$ cat config.mk
export PLATFORM = sky130hd
export DESIGN_NAME = vc_test_multi_rand_delay
export DESIGN_NICKNAME = d
export VERILOG_FILES = /design/src/rtl/vc_test_multi_rand_delay.sv
export SDC_FILE = /design/constraint.sdc
export NUM_CORES = 2
export LEC_CHECK = 0
export CAP_MARGIN = 20
export CORE_AREA = 2 2 392 394
export DETAILED_ROUTE_END_ITERATION = 8
export DIE_AREA = 0 0 394 396
export HOLD_SLACK_MARGIN = 0.03
export SLEW_MARGIN = 10
export SYNTH_ARGS = -nofsm -noshare
export SYNTH_HDL_FRONTEND = slang
export SYNTH_SLANG_ARGS = --single-unit
export TNS_END_PERCENT = 10
$ cat constraint.sdc
create_clock -name clk -period 114.2 [get_ports clk]
set_input_delay 22.84 -clock clk [delete_from_list [all_inputs] [get_ports clk]]
set_output_delay 22.84 -clock clk [all_outputs]
set_load 0.1 [all_outputs]
$ cat src/rtl/vc_test_multi_rand_delay.sv
// vc_test_multi_rand_delay
// N-channel val/rdy delay element for test harnesses. Each channel owns a
// seedable 32-bit Galois LFSR and a down-counter; while the counter is zero the
// channel is a combinational pass-through, otherwise the message is held off
// until the counter drains. Payloads are never modified.
// Optional feature macro: VC_TEST_MULTI_RAND_DELAY_STATS_EN builds the
// saturating transfer/stall counters; without it the stat ports are tied to 0.

module vc_test_multi_rand_delay #(
  parameter int p_msg_nbits = 8,
  parameter int p_nchan     = 1
) (
  input  logic                           clk,
  input  logic                           reset,
  input  logic [1:0]                     mode,
  input  logic [31:0]                    min_delay,
  input  logic [31:0]                    max_delay,
  input  logic [31:0]                    seed,
  input  logic [p_nchan-1:0]             in_val,
  output logic [p_nchan-1:0]             in_rdy,
  input  logic [p_nchan*p_msg_nbits-1:0] in_msg,
  output logic [p_nchan-1:0]             out_val,
  input  logic [p_nchan-1:0]             out_rdy,
  output logic [p_nchan*p_msg_nbits-1:0] out_msg,
  output logic [31:0]                    stat_xfers,
  output logic [31:0]                    stat_stall
);

  typedef enum logic [1:0] {
    MODE_ZERO  = 2'd0,
    MODE_FIXED = 2'd1,
    MODE_RAND  = 2'd2,
    MODE_RANGE = 2'd3
  } mode_e;

  // Galois taps for x^32+x^22+x^2+x+1 in right-shift form
  localparam logic [31:0] LFSR_TAPS   = 32'h80200003;
  // Golden-ratio constant spreads the shared seed across channels
  localparam logic [31:0] SEED_SPREAD = 32'h9E3779B9;

  mode_e              cur_mode;
  logic [p_nchan-1:0] idle;
  logic [p_nchan-1:0] xfer;

  assign cur_mode = mode_e'(mode);

  function automatic logic [31:0] lfsr_next(input logic [31:0] r);
    return {1'b0, r[31:1]} ^ (r[0] ? LFSR_TAPS : 32'd0);
  endfunction

  // An all-zero LFSR would lock up, so a zero seed result becomes 1
  function automatic logic [31:0] lfsr_seed(input logic [31:0] s, input int chan);
    logic [31:0] v;
    v = s ^ (32'(chan) * SEED_SPREAD);
    return (v == 32'd0) ? 32'd1 : v;
  endfunction

  // The +1 on the modulus wraps to zero for full-range bounds; those cases
  // take the raw LFSR value instead of dividing by zero
  function automatic logic [31:0] draw_delay(input mode_e m, input logic [31:0] r,
                                             input logic [31:0] lo, input logic [31:0] hi);
    logic [31:0] d;
    logic [31:0] span;
    d    = 32'd0;
    span = hi - lo + 32'd1;
    case (m)
      MODE_ZERO:  d = 32'd0;
      MODE_FIXED: d = hi;
      MODE_RAND: begin
        if (hi == 32'd0)             d = 32'd0;
        else if (hi == 32'hFFFFFFFF) d = r;
        else                         d = r % (hi + 32'd1);
      end
      MODE_RANGE: begin
        if (lo >= hi)          d = lo;
        else if (span == 32'd0) d = lo + r;
        else                   d = lo + (r % span);
      end
      default: d = 32'd0;
    endcase
    return d;
  endfunction

  for (genvar i = 0; i < p_nchan; i++) begin : g_chan
    logic [31:0] cnt_q;
    logic [31:0] lfsr_q;
    logic [31:0] draw;

    assign idle[i]    = (cnt_q == 32'd0);
    assign xfer[i]    = in_val[i] && out_rdy[i] && idle[i];
    assign out_val[i] = !reset && in_val[i] && idle[i];
    assign in_rdy[i]  = !reset && out_rdy[i] && idle[i];
    assign out_msg[i*p_msg_nbits +: p_msg_nbits] =
      out_val[i] ? in_msg[i*p_msg_nbits +: p_msg_nbits] : '0;
    assign draw = draw_delay(cur_mode, lfsr_q, min_delay, max_delay);

    // Load a fresh delay on each transfer, drain only while a message waits
    always_ff @(posedge clk) begin
      if (reset) begin
        cnt_q  <= 32'd0;
        lfsr_q <= lfsr_seed(seed, i);
      end else if (xfer[i]) begin
        cnt_q  <= draw;
        lfsr_q <= lfsr_next(lfsr_q);
      end else if (in_val[i] && !idle[i]) begin
        cnt_q  <= cnt_q - 32'd1;
      end
    end
  end

`ifdef VC_TEST_MULTI_RAND_DELAY_STATS_EN
  logic [31:0] xfers_q;
  logic [31:0] stall_q;
  logic [5:0]  xfer_count;
  logic [32:0] xfers_sum;
  logic        any_stall;

  // Count this cycle's transfers and detect any waiting channel
  always_comb begin
    xfer_count = 6'd0;
    for (int i = 0; i < p_nchan; i++) begin
      xfer_count = xfer_count + {5'd0, xfer[i]};
    end
    xfers_sum = {1'b0, xfers_q} + {27'd0, xfer_count};
    any_stall = |(in_val & ~idle);
  end

  // Saturating statistics counters
  always_ff @(posedge clk) begin
    if (reset) begin
      xfers_q <= 32'd0;
      stall_q <= 32'd0;
    end else begin
      xfers_q <= xfers_sum[32] ? 32'hFFFFFFFF : xfers_sum[31:0];
      if (any_stall && stall_q != 32'hFFFFFFFF) begin
        stall_q <= stall_q + 32'd1;
      end
    end
  end

  assign stat_xfers = xfers_q;
  assign stat_stall = stall_q;
`else
  assign stat_xfers = 32'd0;
  assign stat_stall = 32'd0;
`endif

  // Control and handshake signals must be known whenever out of reset
  assert property (@(posedge clk) disable iff (reset)
    !$isunknown({mode, in_val, out_rdy, in_rdy, out_val}));

endmodule

# Yosys cells after proc, flatten, opt, wreduce, memory -nomap -nowiden
# Cells that the tools add are included.
# classes
add_sub_neg,6
order_cmp,1
n_div,2
n_mux,12
n_bitwise,1
eq_ne,4
reduce_logical,16
# op_table
op,count
$mux W32,10
$logic_not A32 Y1,4
$pmux W32 S4,1
$add A32 B1 Y32 const B,2
$add A32 B32 Y32,2
$mod A32 B32 Y32,2
$eq A32 B32 Y1 const B,1
$ge A32 B32 Y1,1
$sub A32 B1 Y32 const B,1
$sub A32 B32 Y32,1
$xor A31 B32 Y32,1
$mux W8,1
$logic_and A1 B1 Y1,7
$eq A2 B2 Y1 const B,2
$reduce_bool A2 Y1,2
$eq A2 B1 Y1 const B,1
$logic_not A1 Y1,2
$logic_not A2 Y1,1
# totals
word_cells,44
regBits,64
in_bits,110
out_inout_bits,74

# Logic depth before layout (Yosys ltp)
# depth
word_depth,8
ltp_mapped,451
mapped_depth_nobuf,416

# Worst setup path before layout
# No wires, ideal clock.
# synth_timing
path_kind,input-to-reg
startpoint,input min_delay[2]
endpoint,register g_chan[0].cnt_q[31]
setup_ns,0.101
slack_ns,3.866
t_arrival_ns,110.233
stages,426
required_ns,114.099
n_path_buf,46
path_cell_list,inv_1 > ha_1 > ha_1 > a211oi_1 > o21ai_0 > a21o_1 > a211oi_1 > nand4_1 > nor4_2 > nand2_1 > nor3_1 > a31oi_1 > a31oi_1 > ha_1 > o21a_1 > o2111a_1 > mux2i_1 > ha_1 > (+390 left out) > a21o_1 > o31a_1 > a211oi_1 > o31a_1 > o21ai_0 > o221ai_1 > o21bai_1 > a31oi_1 > a21oi_1 > a211oi_1 > nor2b_1 > o21ai_0 > nand2b_1 > a31oi_1 > xor2_1 > nor2_1 > xnor2_1 > o41ai_1
# synth_between
elab_chain_cells,8
elab_cells_between_ends,11
classes_between,add/sub: 4; div: 1; order compare: 1; mux: 4; reduce/logical: 1
# synth_lines
element,line_no,source
from (decl),16,"input logic [31:0] min_delay,"
$sub A32 B32 Y32,65,span = hi - lo + 32'd1;
$add A32 B1 Y32,65,
$mod A32 B32 Y32,77,else d = lo + (r % span);
$add A32 B32 Y32,77,
$mux W32,76,else if (span == 32'd0) d = lo + r;
$mux W32 *,75,if (lo >= hi) d = lo;
$pmux W32 S4 *,66,case (m)
$mux W32 *,102,end else if (xfer[i]) begin
to (signal assigned),103,cnt_q <= draw;
to (signal assigned),106,cnt_q <= cnt_q - 32'd1;
to (decl),85,logic [31:0] cnt_q;
# Every way passes the cells marked *; elsewhere a longest branch is shown, timed or not.
# A chain may end at the register's enable or synchronous reset.

# Worst setup path after layout
# layout_timing
startpoint,input max_delay[21]
endpoint,register g_chan[0].cnt_q[26]
# layout_between
elab_chain_cells,8
elab_cells_between_ends,16
classes_between,add/sub: 4; div: 2; order compare: 1; eq/ne: 1; mux: 6; reduce/logical: 2
# layout_lines
element,line_no,source
from (decl),17,"input logic [31:0] max_delay,"
$sub A32 B32 Y32,65,
$add A32 B1 Y32,65,
$mod A32 B32 Y32,77,
$add A32 B32 Y32,77,
$mux W32,76,
$mux W32,75,
$pmux W32 S4 *,66,
$mux W32 *,102,
# Marked as above.

==> flow_summary_export.csv <==
group,metric,value,unit
critical_path,crit_fanout,30,
route,via_per_inst,6.63,
sta,layout_min_cycle_time,109700,ps
finish,drive_gt1_share,10.5,%
route,vias,81502,
cts,clockBufferDepth,2,
floorplanning,top_level_ports,184,
route,finalWirelength,340000,µm
synthesis,seq_area_frac_synth,2.36,%
global_route,grt_max_degree,66,
route,wire_per_inst,27.7,µm
sta,skew,17.7,ps
cts,cts_tree,"done",
job,maxCapViolations,0,
global_route,grt.overflow.total,0,
placement,numPortBuffers,119,
critical_path,crit_top_cell,"o21a_1",
sta,slew_headroom,17.9,%
critical_path,cpPeakStageDelay,890,ps
synthesis,ys_seq_elements,64,
synthesis,syn_avg_cell_area,6.76,µm²
critical_path,worstSetupPathType,"input pin to flop",
hold_path,hp-class,"flop to flop",
route,ant_nets,0,
sta,slew_violations,0,
sta,max_freq,9.12,MHz
cts,numCtsBuffers,9,
power_and_ir_drop,ir_worst_vdd,0.0272,mV
floorplanning,die_area,0.156,mm²
power_and_ir_drop,power,1.73,mW
floorplanning,rows,143,
global_route,grt_usage,41.2,%
cts,cts-root-buf,"clkbuf_16",
critical_path,critPathRequiredTime,114530,ps
finish,final_common_cell,"ha_1",
synthesis,synth_cells,10034,
sta,hold_viol_final,0,
floorplanning,coreArea,0.152,mm²
sta,fin_crit_sh,96.1,%
global_route,grt_antenna_before_repair,70,
synthesis,synth_cell_types,103,
finish,mostFrequentLayoutCells,"ha_1, nor2_1, nand2_1",
synthesis,async_reset_ff_share,0,%
placement,dp_hpwl,271000,µm
finish,nets,11547,
power_and_ir_drop,power_density,23.0,mW/mm²
cts,clk_transition_reported_paths,70,ps
run_status,status,"finished, final reports clean",
finish,postLayoutCoreUtil,49.7,%
critical_path,path_buf_inv,25,
synthesis,ys.flop_type,"edfxtp_1",
route,firstDrtPassIters,8,
route,first_iter_violations,8389,
cts,ctsHtreeMaxLevel,3,
sta,tightest_slew,1230,ps
synthesis,synth_warnings,0,
global_route,grt_pass1_wl,490000,µm
critical_path,crit_arrival,110030,ps
floorplanning,start_util,44.8,%
global_route,grt_pass1_vias,76079,
critical_path,slowest_stage,"clkdlybuf4s50_1",
synthesis,syn_area,0.0679,mm²
finish,syn2layout_area_growth,11.1,%
power_and_ir_drop,p_leak,34.1,nW
sta,setup_viol,0,
critical_path,cp_top_family,"compound AO/OA/AOI/OAI gates",
critical_path,start_kind,"input pin",
synthesis,synth_edf_count,32,
critical_path,end_kind,"flop",
route,route.detailed.drc,0,
cts,clock_latency,400,ps
floorplanning,die_x,394,µm
cts,cts_sinks,64,
placement,gp_congestion,1.09,
floorplanning,die_h,396,µm
## worst paths after layout
path,cells past startpoint,to,slack (ps),startpoint
max reg2reg,358,g_chan[0].cnt_q[15],29870,g_chan[0].lfsr_q[31]
max,395,g_chan[0].cnt_q[26],4500,max_delay[21]
min reg2reg,2,g_chan[0].cnt_q[0],520,g_chan[0].cnt_q[0]
min,2,g_chan[0].cnt_q[0],520,g_chan[0].cnt_q[0]
## tightest hold or removal path, delay by kind of cell, from the launching register on
kind	cells	cell delay, ps
and+or+nand+nor	1	100
DFF	1	320
AOI/OAI and AO/OA	1	50
## sequential cells by signal (all words and copies together) (netlist names)
name	flops
g_chan.cnt_q	32
g_chan.lfsr_q	32
## logic make-up after synthesis
logic type / Yosys count / share of synthesized area, %
muxes: 209 / 3.34
adders and majority gates: 1196 / 22.1
buffers and inverters: 853 / 5.14
AOI/OAI and AO/OA: 3197 / 31.0
DFF: 64 / 2.36
other: 1 / 0.00553
xor gates and xnor gates: 720 / 9.29
and+or+nand+nor: 3794 / 26.7
## per-stage QoR
| stage | instances | hold slack, ps | cell area [µm²] | setup slack [ps] | setup TNS, ps |
|---|---|---|---|---|---|
| CTS | 12237 | 523 | 74000 | 17.4 | 0 |
| global placement | 12218 | 504 | 73500 | -578 | -1420 |
| global route | 12285 | 552 | 75300 | -294 | -1660 |
| floorplan | 10097 | 490 | 68100 | 3870 | 0 |
| detailed placement | 12218 | 513 | 73500 | -2450 | -34210 |
| finish | 12300 | 524 | 75400 | 4500 | 0 |
## power breakdown
group          internal, mW  leakage [nW]  total [mW]  switching, mW
Clock                0.0167         0.148      0.0308         0.0141
Combinational         0.641          33.4        1.67           1.02
Sequential           0.0296         0.578      0.0379        0.00833
Total                 0.688          34.1        1.73           1.05
## routing by layer
metal	part of all wire, %	GRT usage [%]	wire length, µm
met1	39	50.1	134000
met2	44	66.2	149000
met3	10	9.92	34400
met4	6.8	23.7	23300
met5	0.16	0	557
## what timing repair did
action | CTS | global route
endpoints found under the hold margin | 0 | 0
gates resized for setup | 37 | 249
setup buffers | 3 | 39
hold buffers | 0 | 0
pin swaps | 2 | 42
gates cloned | 0 | 1
endpoints found under the setup margin | 32 | 32
## cell usage after synthesis (37+ instances only)
| cell type | n | area (µm²) |
|---|---|---|
| nor4_1 | 100 | 626 |
| clkbuf_1 | 316 | 1190 |
| a21o_1 | 353 | 2650 |
| o21bai_1 | 78 | 586 |
| a31oi_1 | 145 | 907 |
| nor3_1 | 450 | 2250 |
| nor2_1 | 1059 | 3980 |
| buf_4 | 69 | 518 |
| o31ai_1 | 100 | 751 |
| and2_1 | 82 | 513 |
| nand4_1 | 140 | 876 |
| ha_1 | 1190 | 14900 |
| inv_1 | 404 | 1520 |
| mux2i_1 | 70 | 701 |
| nand3_1 | 246 | 1230 |
| and3_1 | 90 | 563 |
| xor2_1 | 295 | 2580 |
| xnor2_1 | 425 | 3720 |
| o211ai_1 | 81 | 608 |
| or2_2 | 104 | 651 |
| o21ai_0 | 612 | 3060 |
| nand2_1 | 984 | 3690 |
| mux2_2 | 138 | 1550 |
| a211oi_1 | 116 | 871 |
| o21a_1 | 304 | 2280 |
| a21boi_0 | 42 | 315 |
| nand2b_1 | 114 | 713 |
| o22ai_1 | 37 | 231 |
| a21oi_1 | 798 | 3990 |
| or3_1 | 149 | 932 |
| nor2b_1 | 121 | 757 |
## area by class of cell
class | instances | area [µm²]
Multi-Input combinational cell | 9181 | 64600
Clock inverter | 5 | 36.3
Clock buffer | 11 | 264
Fill cell | 15585 | 76200
Sequential cell | 64 | 1600
Antenna cell | 23 | 57.6
Inverter | 408 | 1530
Timing Repair Buffer | 578 | 4750
Tap cell | 2030 | 2540
No activity file was read; power rests on OpenSTA's default activity.
